--- src/rtl/fetch_pkg.sv ---
// Shared types and constants for the fetch PC generator.
// The state encoding is shared so the trace and debug tooling can decode it.
package fetch_pkg;

  typedef enum logic [1:0] {
    IDLE = 2'd0,
    REQ  = 2'd1,
    WAIT = 2'd2,
    HOLD = 2'd3
  } fetch_state_t;

  localparam logic [31:0] NOP_INSTR            = 32'h0000_0013;
  localparam logic [31:0] DEFAULT_RESET_VECTOR = 32'h0000_0000;
  localparam logic [31:0] PC_INC               = 32'd4;

  function automatic logic [31:0] align_pc(input logic [31:0] pc);
    return pc & ~32'h0000_0003;
  endfunction

endpackage

--- src/rtl/fetch_next_pc.sv ---
// Next-PC select: a redirect wins, then sequential advance, otherwise hold.
// Kept separate so a future branch predictor can share the same mux.
module fetch_next_pc
  import fetch_pkg::*;
(
  input  logic [31:0] cur_pc,
  input  logic [31:0] base_pc,
  input  logic        redirect,
  input  logic [31:0] redirect_pc,
  input  logic        advance,
  output logic [31:0] next_pc
);

  always_comb begin
    next_pc = cur_pc;
    if (redirect)
      next_pc = align_pc(redirect_pc);
    else if (advance)
      next_pc = base_pc + PC_INC;  // wraps modulo 2^32
  end

endmodule

--- src/rtl/fetch_pc_gen.sv ---
// Fetch PC generator: owns the PC, issues single-outstanding word reads and
// presents {pc, instr} downstream; stale responses after a redirect are dropped.
module fetch_pc_gen #(
  parameter logic [31:0] RESET_VECTOR = fetch_pkg::DEFAULT_RESET_VECTOR,
  parameter logic [31:0] NOP_INSTR    = fetch_pkg::NOP_INSTR
) (
  input  logic        clk,
  input  logic        rst,
  input  logic        redirect_valid,
  input  logic [31:0] redirect_pc,
  output logic        imem_req,
  output logic [31:0] imem_addr,
  input  logic        imem_gnt,
  input  logic        imem_rvalid,
  input  logic [31:0] imem_rdata,
  output logic        if_valid,
  input  logic        if_ready,
  output logic [31:0] if_pc,
  output logic [31:0] if_instr
);

  import fetch_pkg::*;

  fetch_state_t state_q, state_d;
  logic [31:0]  pc_q, pc_d;
  logic [31:0]  req_pc_q, req_pc_d;
  logic         drop_q, drop_d;
  logic         if_valid_d;
  logic [31:0]  if_pc_d, if_instr_d;
  logic         advance;

  assign imem_req  = (state_q == REQ);
  assign imem_addr = pc_q;

  // A usable response moves the PC past the word just returned; any redirect,
  // in any state, overrides that inside the mux.
  assign advance = (state_q == WAIT) && imem_rvalid && !drop_q;

  fetch_next_pc u_next_pc (
    .cur_pc      (pc_q),
    .base_pc     (req_pc_q),
    .redirect    (redirect_valid),
    .redirect_pc (redirect_pc),
    .advance     (advance),
    .next_pc     (pc_d)
  );

  always_comb begin
    state_d    = state_q;
    req_pc_d   = req_pc_q;
    drop_d     = drop_q;
    if_valid_d = if_valid;
    if_pc_d    = if_pc;
    if_instr_d = if_instr;
    case (state_q)
      IDLE: state_d = REQ;
      REQ: begin
        if (imem_gnt) begin
          req_pc_d = pc_q;
          // A redirect in the grant cycle makes the granted access stale.
          drop_d   = redirect_valid;
          state_d  = WAIT;
        end
      end
      WAIT: begin
        if (imem_rvalid) begin
          if (!drop_q && !redirect_valid) begin
            if_valid_d = 1'b1;
            if_pc_d    = req_pc_q;
            if_instr_d = imem_rdata;
            state_d    = HOLD;
          end else begin
            drop_d  = 1'b0;
            state_d = REQ;
          end
        end else if (redirect_valid) begin
          drop_d = 1'b1;
        end
      end
      HOLD: begin
        if (redirect_valid || if_ready) begin
          if_valid_d = 1'b0;
          if_instr_d = NOP_INSTR;
          state_d    = REQ;
        end
      end
      default: state_d = IDLE;
    endcase
  end

  always_ff @(posedge clk or posedge rst) begin
    if (rst) begin
      state_q  <= IDLE;
      pc_q     <= RESET_VECTOR;
      req_pc_q <= RESET_VECTOR;
      drop_q   <= 1'b0;
      if_valid <= 1'b0;
      if_pc    <= RESET_VECTOR;
      if_instr <= NOP_INSTR;
    end else begin
      state_q  <= state_d;
      pc_q     <= pc_d;
      req_pc_q <= req_pc_d;
      drop_q   <= drop_d;
      if_valid <= if_valid_d;
      if_pc    <= if_pc_d;
      if_instr <= if_instr_d;
    end
  end

endmodule

--- config.mk ---
export PLATFORM = sky130hd
export DESIGN_NAME = fetch_pc_gen
export DESIGN_NICKNAME = d
export VERILOG_FILES = /design/src/rtl/fetch_pkg.sv /design/src/rtl/fetch_next_pc.sv /design/src/rtl/fetch_pc_gen.sv
export SDC_FILE = /design/constraint.sdc
export NUM_CORES = 1
export LEC_CHECK = 0
export CAP_MARGIN = 20
export CORE_MARGIN = 5
export CORE_UTILIZATION = 48
export DETAILED_ROUTE_END_ITERATION = 16
export GPL_ROUTABILITY_DRIVEN = 0
export PLACE_DENSITY_LB_ADDON = 0.15
export SETUP_SLACK_MARGIN = 0.5
export SLEW_MARGIN = 10
export SYNTH_ARGS = -nofsm -noshare
export SYNTH_HDL_FRONTEND = slang
export SYNTH_HIERARCHICAL = 1
export SYNTH_SLANG_ARGS = --single-unit
--- constraint.sdc ---
create_clock -name clk -period 6.3 [get_ports clk]
set_clock_uncertainty 0.05 [all_clocks]
set_input_delay 1.26 -clock clk [delete_from_list [all_inputs] [get_ports clk]]
set_output_delay 1.26 -clock clk [all_outputs]
set_load 0.1 [all_outputs]
Word-level counts from Yosys, hierarchy flattened
Cells that the tools add are included.
{"block": "word_totals", "reg_bits": 132, "in_bits": 70, "output_inout_bits": 98, "word_cells": 52}
{"block": "classes", "add_sub_neg": 1, "n_eq_ne": 9, "muxes": 20, "n_reduce_logical": 15}
{"operator": "2-to-1 mux 32 bit", "count": 5}
{"operator": "case mux 32 bit (2 select lines)", "count": 1}
{"operator": "adder 32 x 3 -> 32 bit (second input constant)", "count": 1}
{"operator": "2-to-1 mux 2 bit", "count": 4}
{"operator": "case mux 2 bit (4 select lines)", "count": 1}
{"operator": "AND reduction 4 bit", "count": 2}
{"operator": "2-to-1 mux 1 bit", "count": 7}
{"operator": "inequality test 3 bit (second input constant)", "count": 2}
{"operator": "AND reduction 3 bit", "count": 2}
{"operator": "nonzero test 2 bit", "count": 3}
{"operator": "== test 2 bit (second input constant)", "count": 2}
{"operator": "inequality test 2 x 1 -> 1 bit (second input constant)", "count": 2}
{"operator": "inequality test 2 bit (second input constant)", "count": 2}
{"operator": "case mux 1 bit (2 select lines)", "count": 2}
{"operator": "logical AND 1 bit", "count": 3}
{"operator": "== test 2 x 1 -> 1 bit (second input constant)", "count": 1}
{"operator": "zero test 1 bit", "count": 2}
{"operator": "zero test 2 bit", "count": 1}
{"operator": "AND reduction 2 bit", "count": 1}
{"operator": "logical OR 1 bit", "count": 1}

Logic depth before layout (Yosys ltp)
{"block": "logic_depth", "depth_word": 5, "mapped_depth": 9, "ltp_nobuf": 7}

Modules after synthesis
The synthesis kept the hierarchy.
{"module": "fetch_pc_gen", "instances": 1, "cells_each": 276, "area_each_um2": 4797.1, "seq_area_each_um2": 3306.9}
{"module": "fetch_next_pc", "instances": 1, "cells_each": 173, "area_each_um2": 1133.6, "seq_area_each_um2": 0.0}

Worst setup path before layout
No wires, ideal clock.
{"block": "synth_path", "path_type": "register to output", "start": "register state_q[1]", "end": "output port imem_req", "arrival_time_ps": 1304, "required_ps": 4990, "path_slack_ps": 3686, "path_stages_with_launch": 3, "n_path_buf": 0, "path_cell_list": "dfrtp_1 > inv_1 > ha_1"}
{"block": "synth_via", "elab_chain_cells": 1}
{"element": "from (decl)", "line_no": "fetch_pc_gen.sv:24", "text": "fetch_state_t state_q, state_d;"}
{"element": "from (signal assigned)", "line_no": "fetch_pc_gen.sv:101", "text": "state_q <= state_d;"}
{"element": "== test 2 x 1 -> 1 bit", "line_no": "fetch_pc_gen.sv:32", "text": "assign imem_req = (state_q == REQ);"}
{"element": "to (decl)", "line_no": "fetch_pc_gen.sv:11", "text": "output logic imem_req,"}
Every way passes these cells.

Worst setup path after layout
Ends and elaborated chain as after synthesis.

==> flow_summary.toml <==
[outcome]
status = "finished clean"

[finish]
multi_input_area_sq_mm = 0.00241
area.growth.synth_to_final_pct = 38.7
nets = 691
antenna_cells = 0
seqCellArea_sq_mm = 0.00331
drive_gt1_frac = 0.187
fillers = 885

[synthesis]
synth_most_common_cell = "dfrtp_1"
synth_top_family_by_area = "multiplexers"
synth_compound_area_frac = 0.116
ys_seq_area_frac = 0.558
yosysWarningCount = 6
syn_inst = 449
synth_area_per_cell_sq_um = 13.2
yosys.area_share.simple = 0.0776
muxShareOfSynthArea = 0.161
yosys_register_bits = 132
synth_edf_count = 0
yosysTopAreaCellShare = 0.544
syn_nets = 525
synth_xor_area_frac = 0.0399
synthArstFlopShare = 1.00
synth_commonest_cells = "dfrtp_1 (129), mux2_2 (34), mux2_4 (30), a22o_1 (26)"
syn_area_sq_mm = 0.00593
yosysTopAreaCell = "dfrtp_1"
synthTopCellsByArea = "dfrtp_1 (54%), mux2_4 (7.6%), mux2_2 (6.5%)"
synthFlopType = "dfrtp_1"
synth-adder-area-share = 0.0127
synthDistinctLibCells = 52

[setup_path]
crit_chain = "inv_1 > ha_1 > clkdlybuf4s50_1"
cp_slowest_stage_delay_ns = 1.18
reg2regPathDepth = 7
cp.arrival_ns = 2.35
end_kind = "output port"
slowest_stage = "clkdlybuf4s50_1"
crit_buf_inv = 2
crit_type = "reg -> out"
crit_path_max_fanout = 4
path_delay_family = "buffers and inverters"
cp-start-kind = "register"
worstPathRequired_ns = 4.99
crit_cells = 3

[clocking]
clk_pin_slew_ns = 0.05
insertion_delay_ns = 0.41
root_buffer = "clkbuf_16"
htreeDepth = 4
cts_tree = "built"
hold_buffers = 0
cts_resized = 0
cts_setup_buffers = 0
cts.sinks = 132
cts-buffers-inserted = 17
clockBufferDepth = 2

[global_routing]
globalRouteMet1Util = 0.269
grt_pass1_wl_um = 23900
antenna_found_initial = 0
use_met3 = 0.0681
grtUsageMet2 = 0.338
grt_pass1_vias = 4544
grt.total_usage = 0.208
grt-ovfl-total = 0
grt.busiest_layer = "met2"
grt_max_degree = 77

[timing]
drv_slew = 0
finalSetupViolations = 0
post-route-period-util = 0.581
setup_tns_ns = 0
tightest_slew_ns = 1.04
rsz0062_at_grt = "no"
max_freq_mhz = 273
relSlewSlack = 0.303
holdWs_ns = 0.430
hold_viol = 0
fin_crit_ns = 3.66

[flow_run]
maxCapViolations = 0

[hold_path]
hold_path_class = "reg -> reg"
whs_path_depth = 2

[power]
power.leakage_nw = 3.56
pwr_density_cell_mw_per_mm2 = 603
irDropWorstVdd_uv = 335

[die]
ios = 168
die_x_um = 121
die-area_sq_mm = 0.0147
die-height_um = 121
start_util = 0.492
design.core.area_sq_mm = 0.0121
fp-row-count = 40

[drt]
via_count = 4351
wl_per_cell_um = 18.8
firstDrtPassIters = 4
ant_nets = 0
drt_iter0_drc = 277
route.detailed.drc = 0
via_per_inst = 5.48
drt_wl_total_um = 14900

[placed_design]
portBuffers = 165
post-dp-hpwl_um = 10100
registers in the layout (all words and copies together) (netlist names):
| register | count |
|---|---|
| drop_q | 1 |
| if_instr | 32 |
| if_pc | 32 |
| if_valid | 1 |
| req_pc_q | 32 |
| imem_addr | 32 |
| state_q | 2 |
metal layers:
metal  share of wire  up-vias
met5               0        -
met4          0.0078        0
met3           0.070       10
met2            0.48      166
met1            0.44     2210
li1                -     1965
worst min-delay path, cell delays in order, from the launching register on:
cell and delay, ns:
dfstp_2 0.37, inv_1 0.04, a22oi_1 0.06
cells in the final DEF (no fill, tap or decap), types with 3 or more instances in the layout:
cell type / n
clkdlybuf4s50_1: 164
dfstp_2: 3
clkbuf_1: 5
mux2_2: 34
ha_1: 6
mux2_4: 30
a22oi_1: 20
xor2_1: 18
nand3_1: 12
o21ai_0: 21
nand4_1: 9
mux2i_1: 12
buf_4: 5
a22o_1: 26
nor2_1: 12
clkbuf_8: 4
and4_1: 3
o21ai_1: 10
nand2_1: 21
inv_1: 11
xnor2_1: 9
clkbuf_16: 17
a22o_2: 3
dfrtp_1: 129
a21o_1: 3
kinds of logic after synthesis:
kind of cell	Yosys count
DFF	132
AOI/OAI and AO/OA	93
muxes	76
buffers and inverters	36
xor gates and xnor gates	27
adders and majority gates	6
and+or+nand+nor	79
final timing paths:
check                       startpoint           end  slack (ns)
hold reg to reg            if_instr[4]   if_instr[4]        0.43
setup reg to reg            state_q[0]     if_pc[29]        3.64
min in group asynchronous          rst  if_instr[28]        1.27
max in group asynchronous          rst     if_pc[16]        3.70
setup / recovery            state_q[1]      imem_req        2.64
hold / removal             if_instr[4]   if_instr[4]        0.43
power by group:
part           total [W]  switching [W]  internal (W)
Combinational    0.00261        0.00184      0.000766
Sequential       0.00145       0.000297       0.00115
Clock           0.000906       0.000328      0.000578
area by class of cell:
class / instances / area share
tap: 168 / 0.0256
clock inverter: 4 / 0.00578
clock buffer: 26 / 0.0607
inverter: 12 / 0.00608
multi-input combinational: 281 / 0.293
timing repair buffer: 171 / 0.207
sequential: 132 / 0.402
metrics by stage:
step                std cells  cell area [sq um]  setup WS, ns  total power [W]   util
global route              794               8230          2.53          0.00516  0.682
detailed placement        764               7680          2.70          0.00407  0.637
CTS                       794               8230          2.62          0.00500  0.682
finish                    794               8230          2.64          0.00496  0.682
floorplan                 449               5930          1.47          0.00344      -
global placement          763               7660          2.68          0.00401  0.635
No activity file was read; power rests on OpenSTA's default activity.
